**src/rtl/param_project_mux_pkg.sv**
```systemverilog
// Shared types and default sizing for the project multiplexer.
package param_project_mux_pkg;

   typedef enum logic [1:0] {
      ST_OFF     = 2'd0,
      ST_ISOLATE = 2'd1,
      ST_ENABLE  = 2'd2,
      ST_ACTIVE  = 2'd3
   } mux_state_e;

   localparam int DEF_N_PROJ = 16;
   localparam int DEF_ADDR_W = 5;
   localparam int DEF_IW_W   = 18;
   localparam int DEF_OW_W   = 24;
   localparam int DEF_GUARD  = 2;
   localparam int CNT_W      = 4;

endpackage

```
**src/rtl/param_project_mux_if.sv**
```systemverilog
// Bundle between the shared harness side (master) and the multiplexer (slave).
interface param_project_mux_if
   import param_project_mux_pkg::*;
#(
   parameter int N_PROJ = DEF_N_PROJ,
   parameter int ADDR_W = DEF_ADDR_W,
   parameter int IW_W   = DEF_IW_W,
   parameter int OW_W   = DEF_OW_W
) ();

   logic                     ena;
   logic [ADDR_W-1:0]        addr;
   logic                     sel_load;
   logic [IW_W-1:0]          iw;
   logic [N_PROJ-1:0]        proj_ena;
   logic [N_PROJ*IW_W-1:0]   proj_iw;
   logic [N_PROJ*OW_W-1:0]   proj_ow;
   logic [OW_W-1:0]          ow;
   logic                     busy;
   logic [ADDR_W-1:0]        cur_addr;

   modport master (
      output ena, addr, sel_load, iw, proj_ow,
      input  proj_ena, proj_iw, ow, busy, cur_addr
   );

   modport slave (
      input  ena, addr, sel_load, iw, proj_ow,
      output proj_ena, proj_iw, ow, busy, cur_addr
   );

endinterface

```
**src/rtl/param_project_mux_guard_fsm.sv**
```systemverilog
// Break-before-make sequencer: owns the state, guard down-counter and latched address.
//
// state      | meaning
// ST_OFF     | no project enabled, waiting for a valid sel_load
// ST_ISOLATE | all enables low, guard counter running down
// ST_ENABLE  | selected project enabled, output not yet captured
// ST_ACTIVE  | selected project enabled, output captured every cycle
module mux_guard_fsm
   import param_project_mux_pkg::*;
#(
   parameter int N_PROJ = DEF_N_PROJ,
   parameter int ADDR_W = DEF_ADDR_W,
   parameter int GUARD  = DEF_GUARD
) (
   input  logic              clk,
   input  logic              rst,
   input  logic              ena_i,
   input  logic              sel_load_i,
   input  logic [ADDR_W-1:0] addr_i,
   output logic [ADDR_W-1:0] cur_addr_o,
   output logic              en_o,
   output logic              busy_o,
   output logic              hold_o
);

   localparam logic [ADDR_W:0] ADDR_LIM = (ADDR_W+1)'(N_PROJ);

   mux_state_e        state_q, state_d;
   logic [CNT_W-1:0]  cnt_q, cnt_d;
   logic [ADDR_W-1:0] addr_q, addr_d;
   logic              en_q, busy_q;
   logic              addr_ok;

   assign addr_ok = ({1'b0, addr_i} < ADDR_LIM);

   always_comb begin
      state_d = state_q;
      cnt_d   = cnt_q;
      addr_d  = addr_q;
      if (!ena_i) begin
         state_d = ST_OFF;
         cnt_d   = '0;
      end else if (sel_load_i && !addr_ok) begin
         addr_d  = addr_i;
         state_d = ST_OFF;
         cnt_d   = '0;
      end else if (sel_load_i && !((state_q == ST_ACTIVE) && (addr_i == addr_q))) begin
         // re-selecting the live project must not disturb it
         addr_d  = addr_i;
         state_d = ST_ISOLATE;
         cnt_d   = CNT_W'(GUARD);
      end else begin
         case (state_q)
            ST_ISOLATE: begin
               if (cnt_q <= CNT_W'(1)) begin
                  state_d = ST_ENABLE;
                  cnt_d   = '0;
               end else begin
                  cnt_d = cnt_q - CNT_W'(1);
               end
            end
            ST_ENABLE: state_d = ST_ACTIVE;
            default:   ;
         endcase
      end
   end

   always_ff @(posedge clk or posedge rst) begin
      if (rst) begin
         state_q <= ST_OFF;
         cnt_q   <= '0;
         addr_q  <= '0;
         en_q    <= 1'b0;
         busy_q  <= 1'b0;
      end else begin
         state_q <= state_d;
         cnt_q   <= cnt_d;
         addr_q  <= addr_d;
         en_q    <= (state_d == ST_ENABLE) || (state_d == ST_ACTIVE);
         busy_q  <= (state_d == ST_ISOLATE) || (state_d == ST_ENABLE);
      end
   end

   assign cur_addr_o = addr_q;
   assign en_o       = en_q;
   assign busy_o     = busy_q;
   // true only across an ACTIVE->ACTIVE edge, so ow stays 0 on the first ACTIVE cycle
   assign hold_o     = (state_q == ST_ACTIVE) && (state_d == ST_ACTIVE);

endmodule

```
**src/rtl/param_project_mux.sv**
```systemverilog
// Project multiplexer top: one-hot enable decode, input gating and registered output select.
module param_project_mux
   import param_project_mux_pkg::*;
#(
   parameter int N_PROJ = DEF_N_PROJ,
   parameter int ADDR_W = DEF_ADDR_W,
   parameter int IW_W   = DEF_IW_W,
   parameter int OW_W   = DEF_OW_W,
   parameter int GUARD  = DEF_GUARD
) (
   input  logic               clk,
   input  logic               rst,
   param_project_mux_if.slave bus
);

   logic [ADDR_W-1:0]      cur_addr;
   logic                   en;
   logic                   busy;
   logic                   hold;
   logic [N_PROJ-1:0]      proj_ena;
   logic [N_PROJ*IW_W-1:0] proj_iw;
   logic [OW_W-1:0]        ow_slot;
   logic [OW_W-1:0]        ow_q;

   mux_guard_fsm #(
      .N_PROJ (N_PROJ),
      .ADDR_W (ADDR_W),
      .GUARD  (GUARD)
   ) u_fsm (
      .clk        (clk),
      .rst        (rst),
      .ena_i      (bus.ena),
      .sel_load_i (bus.sel_load),
      .addr_i     (bus.addr),
      .cur_addr_o (cur_addr),
      .en_o       (en),
      .busy_o     (busy),
      .hold_o     (hold)
   );

   // decode is driven only by flops, so at most one enable can be high
   always_comb begin
      proj_ena = '0;
      ow_slot  = '0;
      for (int k = 0; k < N_PROJ; k++) begin
         if (cur_addr == ADDR_W'(k)) begin
            proj_ena[k] = en;
            ow_slot     = bus.proj_ow[k*OW_W +: OW_W];
         end
      end
   end

   for (genvar k = 0; k < N_PROJ; k++) begin : g_iw
      assign proj_iw[k*IW_W +: IW_W] = proj_ena[k] ? bus.iw : '0;
   end

   always_ff @(posedge clk or posedge rst) begin
      if (rst) begin
         ow_q <= '0;
      end else begin
         ow_q <= hold ? ow_slot : '0;
      end
   end

   assign bus.proj_ena = proj_ena;
   assign bus.proj_iw  = proj_iw;
   assign bus.ow       = ow_q;
   assign bus.busy     = busy;
   assign bus.cur_addr = cur_addr;

endmodule

```
**src/flat_wrapper.sv**
```systemverilog
// flat-port wrapper written by rule: the top's interface ports become plain ports
module param_project_mux_flat import param_project_mux_pkg::*;
#(
   parameter int N_PROJ = DEF_N_PROJ,
   parameter int ADDR_W = DEF_ADDR_W,
   parameter int IW_W   = DEF_IW_W,
   parameter int OW_W   = DEF_OW_W,
   parameter int GUARD  = DEF_GUARD
)
  (clk, rst, bus_ena, bus_addr, bus_sel_load, bus_iw, bus_proj_ow, bus_proj_ena, bus_proj_iw, bus_ow, bus_busy, bus_cur_addr);
  param_project_mux_if #(.N_PROJ(N_PROJ), .ADDR_W(ADDR_W), .IW_W(IW_W), .OW_W(OW_W)) bus_i ();
  input  logic clk;
  input  logic rst;
  input wire logic [$bits(bus_i.ena)-1:0] bus_ena;
  input wire logic [$bits(bus_i.addr)-1:0] bus_addr;
  input wire logic [$bits(bus_i.sel_load)-1:0] bus_sel_load;
  input wire logic [$bits(bus_i.iw)-1:0] bus_iw;
  input wire logic [$bits(bus_i.proj_ow)-1:0] bus_proj_ow;
  output wire logic [$bits(bus_i.proj_ena)-1:0] bus_proj_ena;
  output wire logic [$bits(bus_i.proj_iw)-1:0] bus_proj_iw;
  output wire logic [$bits(bus_i.ow)-1:0] bus_ow;
  output wire logic [$bits(bus_i.busy)-1:0] bus_busy;
  output wire logic [$bits(bus_i.cur_addr)-1:0] bus_cur_addr;
  assign bus_i.ena = bus_ena;
  assign bus_i.addr = bus_addr;
  assign bus_i.sel_load = bus_sel_load;
  assign bus_i.iw = bus_iw;
  assign bus_i.proj_ow = bus_proj_ow;
  assign bus_proj_ena = bus_i.proj_ena;
  assign bus_proj_iw = bus_i.proj_iw;
  assign bus_ow = bus_i.ow;
  assign bus_busy = bus_i.busy;
  assign bus_cur_addr = bus_i.cur_addr;
  param_project_mux #(.N_PROJ(N_PROJ), .ADDR_W(ADDR_W), .IW_W(IW_W), .OW_W(OW_W), .GUARD(GUARD)) u_core (.clk(clk), .rst(rst), .bus(bus_i));
endmodule
```
**config.mk**
```make
export PLATFORM = sky130hd
export DESIGN_NAME = param_project_mux_flat
export DESIGN_NICKNAME = d
export VERILOG_FILES = /design/src/rtl/param_project_mux_pkg.sv /design/src/rtl/param_project_mux_if.sv /design/src/rtl/param_project_mux_guard_fsm.sv /design/src/rtl/param_project_mux.sv /design/src/flat_wrapper.sv
export SDC_FILE = /design/constraint.sdc
export NUM_CORES = 1
export LEC_CHECK = 0
export CAP_MARGIN = 10
export CORE_AREA = 2 2 293 295
export CTS_BUF_LIST = sky130_fd_sc_hd__clkbuf_16
export DETAILED_ROUTE_END_ITERATION = 7
export DIE_AREA = 0 0 295 297
export PLACE_DENSITY = 0.33
export SETUP_SLACK_MARGIN = 0.4
export SYNTH_ARGS = -nofsm -noshare
export SYNTH_HDL_FRONTEND = slang
export SYNTH_HIERARCHICAL = 1
export SYNTH_SLANG_ARGS = --single-unit
```
**constraint.sdc**
```tcl
create_clock -name clk -period 3 [get_ports clk]
set_input_delay 0.3 -clock clk [delete_from_list [all_inputs] [get_ports clk]]
set_output_delay 0.3 -clock clk [all_outputs]
set_load 0.05 [all_outputs]
```
Word level (Yosys, flattened, before mapping)
Cells that the tools add are included.
Word-level totals
  output and inout port bits: 334
  register bits: 37
  logic and storage cells: 104
  input bits: 411
Cells by class
  add/subtract/negate cells: 1
  order comparisons: 2
  reductions and logical operators: 11
  muxes and demuxes: 61
  eq/ne operators: 23
Operators with widths (count)
  24-bit two-way mux: 17
  18-bit two-way mux: 16
  5-bit by 4-bit == test with 1-bit output, second input constant: 8
  5-bit by 3-bit == test with 1-bit output, second input constant: 4
  4-bit two-way mux: 5
  1-bit two-way mux: 16
  5-bit by 2-bit == test with 1-bit output, second input constant: 2
  5-bit two-way mux: 2
  2-bit == test, second input constant: 4
  2-bit two-way mux: 4
  5-bit by 1-bit == test with 1-bit output, second input constant: 1
  5-bit == test: 1
  5-bit zero test: 1
  5-bit < comparator, second input constant: 1
  2-bit by 1-bit == test with 1-bit output, second input constant: 2
  4-bit by 1-bit <= comparator with 1-bit output, second input constant: 1
  1-bit logical AND: 4
  4-bit by 1-bit != test with 1-bit output, second input constant: 1
  2-bit one-hot mux with 2 select lines: 1
  4-bit by 1-bit subtractor with 4-bit output, second input constant: 1
  1-bit zero test: 2
  1-bit logical OR: 2
  2-bit AND reduction: 1
  2-bit nonzero test: 1

Longest topological paths before layout
Gate-level depths: netlist of the first run.
  depth after elaboration: 18
  depth in mapped cells: 11
  gate-level depth less buffers: 11

Cells and area by module
The synthesis of the first run kept the hierarchy.
Modules (own cells, without submodules)
  param_project_mux: cells an instance 984, sequential area each 600.6 µm², area an instance 6566.3 µm², instances 1
  mux_guard_fsm: cells an instance 67, sequential area each 300.3 µm², area an instance 714.4 µm², instances 1

Least setup slack after synthesis of the first run
OpenSTA, ideal clock, no wires.
  path kind: flip-flop to output port
  start: register u_core.u_fsm.addr_q[1], in the netlist u_core/u_fsm/cur_addr_o[1]
  end: output bus_proj_iw[134]
  arrival: 2.745 ns
  stages on the path, launching flop included: 8
  path buffers: 4
  data required time: 2.700 ns
  slack: -0.045 ns
  cell sequence: dfrtp_1 > buf_2 > and2_1 > clkbuf_1 > and3_1 > clkbuf_1 > clkbuf_1 > and2_1
Between the ends
  longest elaborated chain between the ends: 3
Ends and longest elaborated chain
  start, declared: line param_project_mux_guard_fsm.sv:30  | logic [ADDR_W-1:0] addr_q, addr_d;
  start signal, assigned: line param_project_mux_guard_fsm.sv:78  | addr_q <= addr_d;
  5-bit by 3-bit == test with 1-bit output: line param_project_mux.sv:46  | if (cur_addr == ADDR_W'(k)) begin
  1-bit two-way mux: line param_project_mux.sv:46
  named net bus_proj_ena[7]: line flat_wrapper.sv:19  | output wire logic [$bits(bus_i.proj_ena)-1:0] bus_proj_ena;
  18-bit two-way mux: line param_project_mux.sv:54  | assign proj_iw[k*IW_W +: IW_W] = proj_ena[k] ? bus.iw : '0;
  end, declared: line flat_wrapper.sv:20  | output wire logic [$bits(bus_i.proj_iw)-1:0] bus_proj_iw;
The timed path passes the listed nets, and every way through them passes these cells.

Worst setup path after layout of the first run
  start: register u_core.u_fsm.addr_q[1], in the netlist u_core/u_fsm/cur_addr_o[1]
  end: register u_core.ow_q[19], in the netlist u_core/bus.ow[19]
Between the ends
  elaborated cells on any way between the ends: 42
  those cells by class: 17 x eq/ne; 20 x mux; 5 x reduce/logical
RTL lines
  5-bit == test: line param_project_mux_guard_fsm.sv:47  | end else if (sel_load_i && !((state_q == ST_ACTIVE) && (addr_i == addr_q))) begin
  1-bit logical AND: line param_project_mux_guard_fsm.sv:47
  1-bit zero test: line param_project_mux_guard_fsm.sv:47
  1-bit logical AND: line param_project_mux_guard_fsm.sv:47
  2-bit two-way mux: line param_project_mux_guard_fsm.sv:47
  2-bit two-way mux: line param_project_mux_guard_fsm.sv:43  | end else if (sel_load_i && !addr_ok) begin
  2-bit two-way mux: line param_project_mux_guard_fsm.sv:40  | if (!ena_i) begin
  named net u_core.u_fsm.state_d[1]: line param_project_mux_guard_fsm.sv:28  | mux_state_e state_q, state_d;
  2-bit == test: line param_project_mux_guard_fsm.sv:88  | assign hold_o = (state_q == ST_ACTIVE) && (state_d == ST_ACTIVE);
  1-bit logical AND: line param_project_mux_guard_fsm.sv:88
  named net u_core.hold: line param_project_mux.sv:19  | logic hold;
  24-bit two-way mux: line param_project_mux.sv:61  | ow_q <= hold ? ow_slot : '0;
  end signal, assigned: line param_project_mux.sv:61
  end, declared: line param_project_mux.sv:23  | logic [OW_W-1:0] ow_q;
The timed path passes the listed nets, and every way through them passes these cells.
A chain may end at the register's enable or synchronous reset.

==> metrics.md, run 1 <==
| Metric | Value |
|---|---|
| Outcome | `completed` |
| Worst-Skew Late Latency | `0.33 ns` |
| Final WL | `just under 90 mm` |
| CP endpoint kind | `flop` |
| Area of the multi-input gates | `between 6000 and 7000 µm²` |
| Reg power frac | `0.139` |
| Placed cells | `2911` |
| First-pass GRT wire length | `between 100 and 150 mm` |
| Total power | `approximately 3800 µW` |
| Worst Path Required | `3.27 ns` |
| Placer Congestion | `approximately 0.85` |
| WHS | `~0.34 ns` |
| Final min period | `2.597 ns` |
| Synth Register Bits | `36` |
| Clock power share | `0.163` |
| Leading area contributor after synthesis | `and2_1` |
| Clock skew | `between 0.02 and 0.025 ns` |
| Clock Tree Root | `clkbuf_16` |
| Post-Synthesis Cells | `between 1000 and 1500` |
| Mapped Area | `~7300 µm²` |
| Sw Pwr | `about 1800 µW` |
| Total clock sinks | `36` |
| Most common cell after layout, fill and taps aside | `clkdlybuf4s50_1` |
| Vias in the first global route | `12240` |
| Top cells by area, synth | `and2_1 25%, dfrtp_1 12%, and3_1 4.2%` |
| Maximum VDD drop | `174.8 µV` |
| Initial cell density of the core | `0.08619` |
| Clock Pin Slew Worst Setup and Hold Paths | `about 0.080 ns` |
| CTS Buf Count | `5` |
| Core region area | `about 84000 µm²` |
| GR Util All Layers | `0.1886` |
| DRC violation total after the first TritonRoute iteration | `just under 700` |
| DR WL/cell | `around 29 µm` |
| Syn avg cell area | `around 7 µm²` |
| Clk buf depth | `2` |
| Vias | `roughly 12000` |
| Min-Delay Path Class | `primary input to async pin` |
| Seq/Total Area, Yosys | `0.1237` |
| Tightest Pin Transition | `0.8398 ns` |
| Row Count | `roughly 110` |
| TritonCTS clock tree | `done` |
| Post-layout net count | `between 2000 and 2500` |
| Syn Nets | `1468` |
| Max H-tree Level | `2` |
| Critical path class | `flop to flop` |
| RSZ-0062 raised after global routing | `true` |
| Hold buffer count at CTS | `0` |
| Setup_tns | `0 ns` |
| Share of layout cells above drive strength 1 | `0.3502` |
| Crit path arrival time | `2.86 ns` |
| Commonest non-fill, non-tap cells in the layout | `440 x clkdlybuf4s50_1, 326 x buf_12, 158 x and2_1` |
| Sequential Area | `approximately 910 µm²` |
| Max-Cap Viols | `0` |
| Die Y | `297 µm` |
| Post-DR vias/cell | `about 3.9` |
| Endpoints failing setup | `0` |
| Post-synth top flop | `dfrtp_1` |
| Initial antenna violation count | `36` |
| Final Hold Violating Endpoints | `0` |
| Fraction of power spent switching nets | `0.4666` |
| Crit path max fanout | `4` |
| DRC viols | `0` |
| Synth warn | `6` |
| CP Launch Type | `flop` |
| Library cells used by synthesis | `77` |
| Post-Route Utilization | `0.2468` |
| Achievable Freq | `between 300 and 400 MHz` |
| Chip Width | `approximately 300 µm` |
| Pleak | `approximately 0.008 µW` |
| Post-route insts no fill | `~3000` |
| Post-synth EDFFs | `0` |
| Synth top area share | `0.2457` |
| Slew Limit Headroom | `0.4381` |
| Post-synth ARST share | `1.000` |
| Dpl hpwl | `approximately 71 mm` |
| Fin crit share | `0.8658` |
| Number of buffers added on ports | `~740` |
| Internal Pwr Total | `about 2000 µW` |
| Largest net degree at the start of global routing | `between 40 and 50` |
| IO Pins | `745` |
| DRT antenna net count | `0` |
| P&R area growth vs syn | `186.3%` |
| Drt first pass iters | `5` |
| Max-slew violations | `0` |
| Grt total ovfl | `0` |
| PwrDens | `~180 nW/µm²` |
| Logic pwr share | `0.699` |
| Die Area | `87620 µm²` |
| Fill cells | `between 9000 and 10000` |
## flip-flops by register name (all words and copies together), names as in the netlist
signal                   cells
u_core/u_fsm/busy_o          1
u_core/u_fsm/cnt_q           4
u_core/u_fsm/state_q         1
u_core/bus.ow               24
u_core/u_fsm/cur_addr_o      5
u_core/u_fsm/en_o            1
## power groups by stage
stage | logic, µW | clock network (µW) | registers (µW)
floorplan | 985 | 0 | 572
global route | 2810 | 672 | 527
global placement | 2390 | 0 | 567
CTS | 2520 | 663 | 543
finish | 2650 | 617 | 525
detailed placement | 2390 | 0 | 566
## cell type report
type / count / share of cell area
timing repair buffer: 883 / 0.5773
multi-input combinational: 879 / 0.2968
tap: 1144 / 0.06866
sequential: 36 / 0.04387
clock buffer: 5 / 0.006002
antenna: 28 / 0.003361
inverter: 16 / 0.003061
clock inverter: 3 / 0.0009003
## Yosys cell counts (6+ instances only)
library cell / number
and2_1: 286
clkbuf_1: 75
a21oi_1: 51
o21ai_0: 51
and3_1: 49
nor2_1: 47
dfrtp_1: 36
buf_2: 34
a22oi_1: 31
mux2i_1: 27
nand2_1: 25
a211oi_1: 23
nor3_1: 22
a31oi_1: 16
o22a_1: 16
o22ai_1: 16
a221oi_1: 15
o211ai_1: 15
inv_1: 14
a22o_1: 12
nand2b_1: 12
nand3_1: 12
nor3b_1: 12
o21ai_1: 11
mux2_2: 9
a222oi_1: 8
nor2b_1: 8
a21o_1: 6
ha_1: 6
o32ai_1: 6
## cell families after synthesis
kind of cell	count (synthesis)	share of synthesized area
AND/OR/NAND/NOR	504	0.4121
AO/OA/AOI/OAI	327	0.3155
buffers and inverters	136	0.08008
multiplexers	36	0.05104
flip-flops	36	0.1237
XOR/XNOR	6	0.007218
adder cells (fa/ha/maj)	6	0.01031
## timing repair
action / CTS / global route
endpoints found under the setup margin: 311 / 247
gates resized for setup: 36 / 95
setup buffers: 18 / 20
gates cloned: 2 / 7
pin swaps: 1 / 11
endpoints found under the hold margin: 0 / 0
## critical path, cell delays in order (launching register included)
cell       delay, ns
dfrtp_4         0.49
buf_6           0.14
xnor2_2         0.15
nand4_1         0.18
a2bb2oi_4       0.22
a211oi_2        0.26
ha_2            0.23
and2_4          0.18
buf_12          0.13
o31ai_1         0.07
nor4_1          0.32
o21a_1          0.17
## worst paths after layout
kind	startpoint	endpoint	slack, ns	depth (start not counted)
setup / recovery	u_core/u_fsm/cur_addr_o[1]$_DFFE_PP0P_	u_core/bus.ow[19]$_DFF_PP0_	0.40	11
hold / removal	rst	u_core/u_fsm/cnt_q[2]$_DFFE_PP0P_	0.34	2
setup reg to reg	u_core/u_fsm/cur_addr_o[1]$_DFFE_PP0P_	u_core/bus.ow[19]$_DFF_PP0_	0.40	11
hold reg to reg	u_core/u_fsm/cnt_q[2]$_DFFE_PP0P_	u_core/u_fsm/cnt_q[2]$_DFFE_PP0P_	0.60	2
max in group asynchronous	rst	u_core/bus.ow[13]$_DFF_PP0_	2.18	3
min in group clk	u_core/u_fsm/cnt_q[2]$_DFFE_PP0P_	u_core/u_fsm/cnt_q[2]$_DFFE_PP0P_	0.60	2
## metrics by stage
stage	worst slack [ns]	cell area, µm²
3_3_place_gp	0.2064	19590
6_report	0.4026	20850
5_1_grt	0.2560	20800
2_1_floorplan	0.4048	7426
3_5_place_dp	0.1872	19590
4_1_cts	0.3892	20110
## metal layers
metal | GRT usage | share of wire | routed length, µm | up-vias
li1 | - | - | - | 5390
met1 | 0.2264 | 0.41 | 35760 | 5674
met2 | 0.3281 | 0.50 | 43420 | 476
met3 | 0.05634 | 0.074 | 6419 | 71
met4 | 0.04179 | 0.014 | 1241 | 26
met5 | 0 | 0.0018 | 159 | -
Note: power is estimated with default switching activity, not from simulation.
==> run 2, diff against run 1 <==
--- a/config.mk
+++ b/config.mk
@@ -5,6 +5,7 @@
 export SDC_FILE = /design/constraint.sdc
 export NUM_CORES = 1
 export LEC_CHECK = 0
+export ABC_CLOCK_PERIOD_IN_PS = 3000
 export CAP_MARGIN = 10
 export CORE_AREA = 2 2 293 295
 export CTS_BUF_LIST = sky130_fd_sc_hd__clkbuf_16
==> results of run 2 <==
No change in the layout: final DEF, timing and power equal those of run 1.
